==> src/rtl/cdc_req_source_if.sv <==
// Handshake bundle between an upstream stream source, the CDC request
// front end, and the CDC stage it feeds.
interface cdc_req_source_if #(
  parameter int DATA_WIDTH = 8,
  parameter int DEPTH      = 4
);
  localparam int LVL_W = $clog2(DEPTH) + 1;

  logic                  in_valid;
  logic [DATA_WIDTH-1:0] in_data;
  logic                  in_ready;
  logic                  req;
  logic [DATA_WIDTH-1:0] data_a;
  logic                  ack_s;
  logic                  busy;
  logic [LVL_W-1:0]      level;
  logic                  timeout_err;
  logic                  err_clr;

  modport master (
    input  in_valid, in_data, ack_s, err_clr,
    output in_ready, req, data_a, busy, level, timeout_err
  );

  modport slave (
    output in_valid, in_data, ack_s, err_clr,
    input  in_ready, req, data_a, busy, level, timeout_err
  );
endinterface

==> src/rtl/cdc_req_source.sv <==
// Source-side front end of a toggle req/ack CDC handshake: buffers a stream in
// a small FIFO and hands one word at a time to the CDC stage, with ack timeout.
module cdc_req_source #(
  parameter int DATA_WIDTH = 8,
  parameter int DEPTH      = 4,
  parameter int TIMEOUT    = 64
) (
  input logic              clka,
  input logic              rst_n,
  cdc_req_source_if.master bus
);
  localparam int PTR_W = $clog2(DEPTH);
  localparam int LVL_W = PTR_W + 1;
  localparam int CNT_W = (TIMEOUT > 0) ? $clog2(TIMEOUT + 1) : 1;
  localparam bit TMO_EN = (TIMEOUT != 0);
  localparam logic [CNT_W-1:0] CNT_LAST = (TIMEOUT > 0) ? CNT_W'(TIMEOUT - 1) : '0;
  localparam logic [CNT_W-1:0] CNT_MAX  = '1;
  localparam logic [LVL_W-1:0] LVL_FULL = LVL_W'(DEPTH);

  localparam logic [1:0] ST_IDLE = 2'd0;
  localparam logic [1:0] ST_REQ  = 2'd1;
  localparam logic [1:0] ST_WAIT = 2'd2;
  localparam logic [1:0] ST_POP  = 2'd3;

  logic [DATA_WIDTH-1:0] mem [DEPTH];
  logic [PTR_W-1:0]      wr_ptr_reg;
  logic [PTR_W-1:0]      rd_ptr_reg;
  logic [LVL_W-1:0]      level_reg;
  logic [1:0]            state_reg;
  logic [CNT_W-1:0]      cnt_reg;
  logic                  req_reg;
  logic [DATA_WIDTH-1:0] data_reg;
  logic                  err_reg;

  logic push;
  logic ack_done;
  logic tmo_hit;
  logic pop;

  assign bus.in_ready = (level_reg < LVL_FULL);
  assign push         = bus.in_valid && bus.in_ready;

  // A coincident ack outranks expiry, so the word is never flagged as lost.
  assign ack_done = (state_reg == ST_WAIT) && bus.ack_s;
  assign tmo_hit  = TMO_EN && (state_reg == ST_WAIT) && !bus.ack_s && (cnt_reg == CNT_LAST);
  assign pop      = ack_done || tmo_hit;

  always_ff @(posedge clka) begin
    if (push) begin
      mem[wr_ptr_reg] <= bus.in_data;
    end
  end

  always_ff @(posedge clka or negedge rst_n) begin
    if (!rst_n) begin
      wr_ptr_reg <= '0;
      rd_ptr_reg <= '0;
      level_reg  <= '0;
      state_reg  <= ST_IDLE;
      cnt_reg    <= '0;
      req_reg    <= 1'b0;
      data_reg   <= '0;
      err_reg    <= 1'b0;
    end else begin
      if (push) begin
        wr_ptr_reg <= wr_ptr_reg + PTR_W'(1);
      end
      if (pop) begin
        rd_ptr_reg <= rd_ptr_reg + PTR_W'(1);
      end

      case ({push, pop})
        2'b10:   level_reg <= level_reg + LVL_W'(1);
        2'b01:   level_reg <= level_reg - LVL_W'(1);
        default: level_reg <= level_reg;
      endcase

      if (tmo_hit) begin
        err_reg <= 1'b1;
      end else if (bus.err_clr) begin
        err_reg <= 1'b0;
      end

      req_reg <= 1'b0;

      case (state_reg)
        ST_IDLE: begin
          if (level_reg != '0) begin
            state_reg <= ST_REQ;
            req_reg   <= 1'b1;
            data_reg  <= mem[rd_ptr_reg];
          end
        end
        ST_REQ: begin
          state_reg <= ST_WAIT;
          cnt_reg   <= '0;
        end
        ST_WAIT: begin
          if (pop) begin
            state_reg <= ST_POP;
          end else if (cnt_reg != CNT_MAX) begin
            cnt_reg <= cnt_reg + CNT_W'(1);
          end
        end
        default: begin
          state_reg <= ST_IDLE;
        end
      endcase
    end
  end

  assign bus.req         = req_reg;
  assign bus.data_a      = data_reg;
  assign bus.level       = level_reg;
  assign bus.timeout_err = err_reg;
  assign bus.busy        = (state_reg != ST_IDLE) || (level_reg != '0);
endmodule

==> src/flat_wrapper.sv <==
// flat-port wrapper written by rule: the top's interface ports become plain ports
module cdc_req_source_flat 
#(
  parameter int DATA_WIDTH = 8,
  parameter int DEPTH      = 4,
  parameter int TIMEOUT    = 64
)
  (clka, rst_n, bus_in_valid, bus_in_data, bus_ack_s, bus_err_clr, bus_in_ready, bus_req, bus_data_a, bus_busy, bus_level, bus_timeout_err);
  cdc_req_source_if #(.DATA_WIDTH(DATA_WIDTH), .DEPTH(DEPTH)) bus_i ();
  input logic clka;
  input logic rst_n;
  input wire logic [$bits(bus_i.in_valid)-1:0] bus_in_valid;
  input wire logic [$bits(bus_i.in_data)-1:0] bus_in_data;
  input wire logic [$bits(bus_i.ack_s)-1:0] bus_ack_s;
  input wire logic [$bits(bus_i.err_clr)-1:0] bus_err_clr;
  output wire logic [$bits(bus_i.in_ready)-1:0] bus_in_ready;
  output wire logic [$bits(bus_i.req)-1:0] bus_req;
  output wire logic [$bits(bus_i.data_a)-1:0] bus_data_a;
  output wire logic [$bits(bus_i.busy)-1:0] bus_busy;
  output wire logic [$bits(bus_i.level)-1:0] bus_level;
  output wire logic [$bits(bus_i.timeout_err)-1:0] bus_timeout_err;
  assign bus_i.in_valid = bus_in_valid;
  assign bus_i.in_data = bus_in_data;
  assign bus_i.ack_s = bus_ack_s;
  assign bus_i.err_clr = bus_err_clr;
  assign bus_in_ready = bus_i.in_ready;
  assign bus_req = bus_i.req;
  assign bus_data_a = bus_i.data_a;
  assign bus_busy = bus_i.busy;
  assign bus_level = bus_i.level;
  assign bus_timeout_err = bus_i.timeout_err;
  cdc_req_source #(.DATA_WIDTH(DATA_WIDTH), .DEPTH(DEPTH), .TIMEOUT(TIMEOUT)) u_core (.clka(clka), .rst_n(rst_n), .bus(bus_i));
endmodule
==> config.mk <==
export PLATFORM = sky130hd
export DESIGN_NAME = cdc_req_source_flat
export DESIGN_NICKNAME = d
export VERILOG_FILES = /design/src/rtl/cdc_req_source_if.sv /design/src/rtl/cdc_req_source.sv /design/src/flat_wrapper.sv
export SDC_FILE = /design/constraint.sdc
export NUM_CORES = 1
export LEC_CHECK = 0
export BUFFER_PORTS_ARGS = -buffer_cell sky130_fd_sc_hd__buf_2
export CAP_MARGIN = 5
export CORE_AREA = 2 2 51 100
export CTS_BUF_LIST = sky130_fd_sc_hd__clkbuf_4 sky130_fd_sc_hd__clkbuf_8
export DETAILED_ROUTE_END_ITERATION = 7
export DIE_AREA = 0 0 53 102
export PLACE_DENSITY = 0.75
export SLEW_MARGIN = 20
export SYNTH_ARGS = -nofsm -noshare
export SYNTH_HDL_FRONTEND = slang
export SYNTH_SLANG_ARGS = --single-unit
==> constraint.sdc <==
create_clock -name clka -period 2.2 [get_ports clka]
set_input_delay 0.44 -clock clka [delete_from_list [all_inputs] [get_ports clka]]
set_output_delay 0.44 -clock clka [all_outputs]
set_load 0.03 [all_outputs]
==> impl_metrics.toml, run 1 <==
[critical_path]
rrSetupSlack_ps = 100
crit_fanout = 3
critPathSlowestCell = "dfrtp_1"
crit_path_max_incr_delay_ps = 400
endpoint = "u_core.bus.level[2]"
rr_startpoint = "u_core.state_reg[0]"
cp-startpoint = "u_core.state_reg[0]"
cp.arrival_ps = 2360
worst_ep_required_time_ps = 2450
end_kind = "flip-flop"
critPathLaunchType = "flip-flop"
worstPathCellList = "inv_2 > ha_2 > nand4b_1 > o21ai_2 > ha_2 > inv_1 > fa_1 > xor2_1 > nor2_1 > xnor2_1"
crit_type = "reg2reg"
path_common_cell = "ha_2"
r2r_end = "u_core.bus.level[2]"
r2r_cells = 10

[timing]
fin_crit_sh_pct = 95.6
tns_ps = 0
hold_viol = 0
setup_viol = 0
period_minus_slack_ps = 2100
worst_pin_slew_ps = 590
slew_violations = 0
max_freq_mhz = 475
slew_headroom_pct = 60.6
clock_skew_ps = 5.11

[placed_design]
dp_hpwl_um = 3090
io_buffers = 27
place_congestion = 0.734
dp_cells = 232

[cells_and_area]
final_nets = 214
final_cell_count_no_fill = 251
area_growth_pct = 19.1
final_util_pct = 63.0
largest_reg_flops = 32
antenna_cells = 0
drive_gt1_share_pct = 36.7

[job]
maxCapViolations = 0

[power]
max-vdd-ir-drop_uv = 865
leakagePower_uw = 0.00121
cellPowerDensity_nw_per_um2 = 1410
fin_total_pwr_uw = 4100

[global_routing]
antenna_found_initial = 0
grt_pass1_wl_um = 6950
use_met1_pct = 18.2
gr-total-overflow = 0
use_met3_pct = 5.99
grt_usage_pct = 18.7
grt_max_degree = 27
use_met2_pct = 33.5
grt_pass1_vias = 1458
top_usage_layer = "met2"

[clock_network]
cts.sinks = 58
cts-root-buf = "clkbuf_8"
cts_tree = "built"
clk_latency_ps = 330
numCtsBuffers = 9
clk_path_buf_depth = 2
htreeDepth = 3
cts_hold_buffers = 0
clk_pin_slew_ps = 70

[routing]
viasPerCell = 5.43
drc = 0
drt.antenna.violating_nets = 0
vias = 1364
drt_pass1_iterations = 4
routed_wl_um = 4190
drt_iter0_markers = 31
wire_per_inst_um = 16.7

[hold_path]
hp-class = "in2async"

[synth]
syn_area_um2 = 2430
ys_ff_latch = 58
ys_warn_count = 0
synth.distinct_cells = 32
syn_nets = 174
yosysSeqAreaShare_pct = 66.3
netlist_instances = 151
syn_avg_cell_area_um2 = 16.1

[outcome]
status = "complete, no violations"

[die]
core_um2 = 4600
die_area_um2 = 5410
num_rows = 35
initial_core_util_pct = 52.9
num_io_pins = 28
fp.dieH_um = 102
die_x_um = 53
==> cell families (layout without fill, tap and decap cells) <==
| group | after synthesis | in the layout | synth area share [%] |
|---|---|---|---|
| flip-flops | 58 | 58 | 66.3 |
| AND/OR/NAND/NOR | 28 | 28 | 6.54 |
| multiplexers | 21 | 21 | 13.2 |
| buffers and inverters | 17 | 62 | 2.98 |
| AO/OA/AOI/OAI | 11 | 11 | 3.35 |
| adder cells (fa/ha/maj) | 10 | 10 | 5.46 |
| XOR/XNOR | 6 | 6 | 2.16 |
==> worst min-delay path by stage <==
stage	start	to	slack, ps	cells past startpoint
after floorplan	rst_n	u_core.bus.data_a[0]	140	0
after global placement	rst_n	u_core.bus.level[1]	450	1
after detailed placement	rst_n	u_core.bus.level[2]	480	1
after CTS	rst_n	u_core.bus.level[2]	120	1
after global routing	rst_n	u_core.bus.level[1]	140	1
final	rst_n	u_core.bus.level[1]	110	1
==> routing by layer <==
| metal | vias up | share of wire (%) | wire (um) |
|---|---|---|---|
| met5 | - | 0 | 0 |
| met4 | 0 | 2.2 | 94 |
| met3 | 8 | 3.2 | 136 |
| met2 | 30 | 60 | 2530 |
| met1 | 696 | 34 | 1430 |
| li1 | 630 | - | - |
==> worst max-delay path: cells and delay by family (launching register included) <==
family                   cells  cell delay, ps
adder cells (fa/ha/maj)      3             750
AND/OR/NAND/NOR              2             290
AO/OA/AOI/OAI                1             190
XOR/XNOR                     2             290
buffers and inverters        2             130
flip-flops                   1             400
==> power breakdown <==
group / total [uW] / leakage (uW) / internal [uW] / switching, uW
registers: 1680 / 0.000610 / 1440 / 243
clock network: 1050 / 0.000103 / 634 / 414
logic: 1360 / 0.000492 / 633 / 729
==> stage by stage <==
step	instance area (um2)	hold slack (ps)	setup slack, ps
after floorplan	2430	144	76.6
after global placement	2630	454	88.1
after detailed placement	2630	484	-45.0
after CTS	2850	117	17.1
after global routing	2900	140	-5.87
final	2900	108	96.2
==> synth_stat cells <==
master	count	area (um2)
ha_1	9	113
mux2_2	9	101
o22ai_1	1	6.26
and2b_1	1	7.51
clkbuf_1	1	3.75
edfxtp_1	32	961
nor2_1	1	3.75
a21boi_2	1	11.3
buf_1	1	3.75
and2_1	5	31.3
nand4b_1	2	17.5
o22a_1	1	8.76
mux2i_1	4	40.0
xnor2_1	4	35.0
nor2b_1	2	12.5
and3_1	2	12.5
xor2_1	2	17.5
buf_6	1	11.3
fa_1	1	20.0
nand2b_1	4	25.0
nand4_1	2	12.5
a41o_1	1	10.0
nand2_1	7	26.3
inv_1	13	48.8
o311a_1	1	10.0
mux4_2	8	180
nand3_1	1	5.00
o211ai_1	2	15.0
buf_2	1	5.00
nor3_1	1	5.00
o21ai_0	4	20.0
dfrtp_1	26	651
==> layout by cell type (no fill, tap or decap), types with 3 or more instances in the layout <==
| master | instances |
|---|---|
| and2_1 | 5 |
| ha_1 | 6 |
| buf_4 | 6 |
| edfxtp_1 | 32 |
| nand2b_1 | 4 |
| xnor2_1 | 4 |
| mux2_2 | 9 |
| mux2i_1 | 4 |
| o21ai_0 | 3 |
| nand2_1 | 7 |
| dfrtp_1 | 25 |
| inv_1 | 12 |
| mux4_2 | 8 |
| buf_2 | 27 |
| clkbuf_8 | 9 |
==> what timing repair did <==
item,4_1_cts,5_1_grt
pin swaps,0,4
endpoints found under the setup margin,1,1
gates resized for setup,2,6
cloned,0,0
buffers inserted,0,3
==> area by class of cell <==
cell class,count,area [um2]
multi-input cells,76,768
fillers,355,1700
clock buffers,9,124
inverters,13,48.8
well taps,55,68.8
flip-flops and latches,58,1610
repair buffers,33,180
clock inverters,7,92.6
Note: power is estimated with default switching activity, not from simulation.
==> run 2: changes to the inputs <==
- BUFFER_PORTS_ARGS: -buffer_cell sky130_fd_sc_hd__buf_2 -> not set
- CORE_AREA: 2 2 51 100 -> 2 2 49 96
- DIE_AREA: 0 0 53 102 -> 0 0 51 98
- DONT_BUFFER_PORTS: not set -> 1
==> run 2 against run 1 <==
Against the previous run:
- non-clock buffer count fell by 25
- via count down 9.0%
- sequential cell count unchanged
- worst setup slack got worse by 18 ps
- combinational power fell by 25%
- cell count fell by 10%
- worst hold slack improved by 95 ps
- critical path type unchanged
- largest power group unchanged
==> impl_metrics.toml, run 2 (synthesis gave the netlist of run 1 again) <==
[power]
cellPowerDensity_nw_per_um2 = 1400
leakagePower_uw = 0.00111
max-vdd-ir-drop_uv = 831

[timing]
clock_skew_ps = 8.66
worst_pin_slew_ps = 563
setup_slack_ps = 78.4
slew_violations = 0
setup_viol = 0
period_minus_slack_ps = 2120
slew_headroom_pct = 62.5
hold_viol = 0
fin_hold_ws_ps = 203
fin_crit_sh_pct = 96.4
max_freq_mhz = 471

[cells_and_area]
antenna_cells = 0
final_cell_count_no_fill = 225
fin_area_um2 = 2760
drive_gt1_share_pct = 26.3
area_growth_pct = 13.6
seq_area_um2 = 1610
final_nets = 189
multiInputGateArea_um2 = 766
final_common_cell = "edfxtp_1"
final_util_pct = 64.3
layout_common_cells = "edfxtp_1, dfrtp_1, inv_1, clkbuf_8, mux2_2"
fillers = 321
largest_reg_flops = 32

[routing]
wire_per_inst_um = 18.2
routed_wl_um = 4100
drc = 0
viasPerCell = 5.52
drt.antenna.violating_nets = 0
vias = 1241
drt_pass1_iterations = 4
drt_iter0_markers = 33

[clock_network]
cts-root-buf = "clkbuf_8"
clk_latency_ps = 330
htreeDepth = 3
numCtsBuffers = 9
cts.sinks = 58
clk_path_buf_depth = 2
clk_pin_slew_ps = 60
cts_tree = "built"

[die]
die_area_um2 = 5000
core_um2 = 4300
die_x_um = 51
num_rows = 34
initial_core_util_pct = 56.6
num_io_pins = 28
fp.dieH_um = 98

[critical_path]
r2r_cells = 10
cp.arrival_ps = 2370
rrSetupSlack_ps = 80
r2r_end = "u_core.bus.level[2]"
end_kind = "flip-flop"
worst_ep_required_time_ps = 2450
rr_startpoint = "u_core.state_reg[0]"
critPathLaunchType = "flip-flop"
crit_type = "reg2reg"
crit_fanout = 3

[placed_design]
post-place-ws_ps = -18.3
dp_cells = 206
postPlaceCellArea_um2 = 2510
io_buffers = 0
dp_hpwl_um = 2910
place_congestion = 0.720

[global_routing]
grt_pass1_vias = 1419
antenna_found_initial = 0
grt_usage_pct = 19.3
gr-total-overflow = 0
grt_pass1_wl_um = 6840
grt_max_degree = 27

[outcome]
status = "complete, no violations"

[hold_path]
hold_end = "u_core.mem[2][4]"
hp-start = "bus_in_data[4]"
hp-class = "in2reg"
holdPathStages = 0

[job]
maxCapViolations = 0
run 2: how the worst max path moves through the flow:
stage / start / to / slack, ps / cells past startpoint
2_1_floorplan: u_core.state_reg[0] / u_core.bus.level[2] / 80 / 10
5_1_grt: u_core.state_reg[0] / u_core.bus.level[2] / -20 / 10
6_report: u_core.state_reg[0] / u_core.bus.level[2] / 80 / 10
3_3_place_gp: u_core.state_reg[0] / u_core.bus.level[2] / 140 / 10
4_1_cts: u_core.state_reg[0] / u_core.bus.level[2] / 30 / 10
3_5_place_dp: u_core.state_reg[0] / u_core.bus.level[2] / -20 / 10
run 2: what timing repair did:
action	4_1_cts	5_1_grt
hold endpoints to repair	26	0
pin swaps	0	3
endpoints found under the setup margin	1	1
hold buffers	2	0
buffers inserted	0	1
gates resized for setup	1	5
run 2: worst max-delay path, cell delays in order (launching register included):
cell      delay [ps]
dfrtp_1          400
inv_1             90
ha_1             200
nand4b_1         150
o21ai_2          190
ha_2             200
inv_1             50
fa_2             350
xor2_2           160
nor2_2           120
xnor2_1          120
run 2: power breakdown:
group | switching [uW] | total, uW | internal [uW]
Clock | 393 | 936 | 543
Combinational | 472 | 1020 | 543
Sequential | 480 | 1920 | 1440
Total | 1340 | 3870 | 2520
run 2: cell type report:
type | count | area share, %
Inverter | 13 | 1.77
Clock inverter | 6 | 2.04
Timing Repair Buffer | 8 | 2.72
Multi-Input combinational cell | 76 | 27.7
Sequential cell | 58 | 58.3
Clock buffer | 10 | 4.98
Tap cell | 54 | 2.45
run 2: routing by layer:
metal,vias up,part of all wire (%),track usage (%)
met5,-,0,0
met4,0,1.6,8.73
met3,7,5.2,7.49
met2,35,59,33.7
met1,622,34,19.3
li1,577,-,-
run 2: through the flow:
step	power, uW	TNS [ps]
after floorplan	2660	0
after global placement	2810	0
after detailed placement	2910	-18.3
after CTS	3880	0
after global routing	4090	-24.8
final	3870	0
==> run 3: changes to the inputs <==
--- a/config.mk
+++ b/config.mk
@@ -14,2 +14,3 @@
 export PLACE_DENSITY = 0.75
+export REMOVE_ABC_BUFFERS = 1
 export SLEW_MARGIN = 20
==> constraint.sdc (replaced) <==
create_clock -name clka -period 2.2 [get_ports clka]
set_input_delay 0.22 -clock clka [delete_from_list [all_inputs] [get_ports clka]]
set_output_delay 0.22 -clock clka [all_outputs]
set_load 0.03 [all_outputs]
==> run 3 against run 2 <==
Against the previous run:
- wire length is 1.9% higher
- worst hold slack better by 67 ps
- sequential cell count stayed put
- largest power group unchanged
- via count is 5.5% higher
- power is 2.1% lower
- sequential share of layout area is 1.8 points lower
- clock power is 13% lower
- largest cell class unchanged
- final area is 3.2% higher
- first-iteration DRC count is 64% lower
- worst setup slack better by 73 ps
- combinational power is 7% higher
- clock-buffer cell count is 2 higher
==> impl_metrics.toml, run 3 (synthesis gave the netlist of run 1 again) <==
[outcome]
status = "complete, no violations"

[die]
num_io_pins = 28
die_area_um2 = 5000
core_um2 = 4300
num_rows = 34
initial_core_util_pct = 56.6
die_x_um = 51
fp.dieH_um = 98

[critical_path]
worstPathCellList = "inv_1 > ha_2 > nand4b_1 > o21ai_2 > ha_2 > inv_1 > fa_2 > xor2_1 > nor2_1 > xnor2_1"
critPathSlowestCell = "dfrtp_1"
worst_ep_required_time_ps = 2450
cp-startpoint = "u_core.state_reg[0]"
end_kind = "flip-flop"
cp.arrival_ps = 2300
crit_type = "reg2reg"
crit_fanout = 2
crit_path_max_incr_delay_ps = 380
critPathLaunchType = "flip-flop"
path_buf_inv = 2
crit_family = "adder cells"
rr_startpoint = "u_core.state_reg[0]"

[clock_network]
cts-root-buf = "clkbuf_8"
numCtsBuffers = 9
clk_pin_slew_ps = 60
cts_tree = "built"
cts.sinks = 58
clk_path_buf_depth = 2
clk_latency_ps = 330
htreeDepth = 3

[placed_design]
dp_hpwl_um = 2990
place_congestion = 0.674
io_buffers = 0
dp_cells = 208

[timing]
fin_crit_sh_pct = 93.1
tns_ps = 0
slew_headroom_pct = 64.4
rsz0062_at_grt = "no"
max_freq_mhz = 488
worst_pin_slew_ps = 534
clock_skew_ps = 7.53
slew_violations = 0
period_minus_slack_ps = 2050
setup_viol = 0
hold_viol = 0

[cells_and_area]
final_cell_count_no_fill = 238
final_common_cell = "edfxtp_1"
antenna_cells = 0
area_growth_pct = 17.2
largest_reg_flops = 32
final_nets = 202
layout_common_cells = "edfxtp_1, dfrtp_1, inv_1, dlygate4sd3_1, buf_4"
drive_gt1_share_pct = 27.2

[global_routing]
gr-total-overflow = 0
grt_pass1_wl_um = 6680
grt_pass1_vias = 1414
grt_max_degree = 27
grt_usage_pct = 19.3
antenna_found_initial = 0

[routing]
viasPerCell = 5.50
drt_iter0_markers = 12
vias = 1309
routed_wl_um = 4180
wire_per_inst_um = 17.5
drc = 0
drt_pass1_iterations = 4
drt.antenna.violating_nets = 0

[power]
cellPowerDensity_nw_per_um2 = 1330
leakagePower_uw = 0.00116
max-vdd-ir-drop_uv = 891

[hold_path]
hp-start = "bus_in_valid"
hp-class = "in2reg"

[job]
maxCapViolations = 0
==> run 3: changes by cell type in the layout (fill, tap and decap cells not counted), sizes merged <==
cell and change:
clkinvlp -1, bufinv -1, dlygate4sd3 +9, clkbuf +2
buf +4
==> run 3: cell type report <==
cell class,instances,area [um2]
clock buffers,12,146
clock inverters,4,20.0
well taps,54,67.6
flip-flops and latches,58,1610
repair buffers,21,195
inverters,13,48.8
fillers,317,1450
multi-input cells,76,761
==> run 3: stage by stage <==
step           hold WS [ps]  total power [uW]  worst slack (ps)  instance area (um2)  util (%)
2_1_floorplan         -75.6              2620              76.6                 2410         -
3_3_place_gp          -75.1              2840               128                 2530      58.8
3_5_place_dp          -75.0              2930              18.6                 2530      58.8
4_1_cts                 252              3790              83.6                 2810      65.5
5_1_grt                 302              4030              20.3                 2850      66.3
6_report                271              3790               151                 2850      66.3
==> run 3: worst paths after layout <==
check	to	slack [ps]	depth (start not counted)
worst max-delay path	u_core.bus.level[2]	150	10
worst min-delay path	u_core.wr_ptr_reg[0]	270	3
worst max register to register	u_core.bus.level[2]	150	10
worst min register to register	u_core.cnt_reg[6]	500	1
max in group asynchronous	u_core.cnt_reg[3]	1730	2
min in group asynchronous	u_core.bus.level[2]	310	2
==> run 3: worst min-delay path, stage by stage <==
cell	delay (ps)
nor2b_1	110
buf_4	160
xnor2_1	60
==> run 3: metal layers <==
metal | part of all wire, % | track usage, % | vias to the layer above
met4 | 3.4 | 13.7 | 0
met2 | 58 | 33.0 | 24
li1 | - | - | 603
met5 | 0 | 0 | -
met1 | 35 | 18.8 | 672
met3 | 3.2 | 5.66 | 10
==> run 3: power by group <==
group	switching, uW	total (uW)	internal [uW]
Clock	378	815	438
Combinational	500	1090	586
Sequential	450	1890	1440
Total	1330	3790	2460
==> run 3: repair_timing <==
| item | CTS | global route |
|---|---|---|
| resized for setup | 1 | 5 |
| setup endpoints to repair | 1 | 1 |
| buffers inserted | 0 | 3 |
| hold buffers | 11 | 0 |
| pin swaps | 0 | 4 |
| hold endpoints to repair | 59 | 0 |
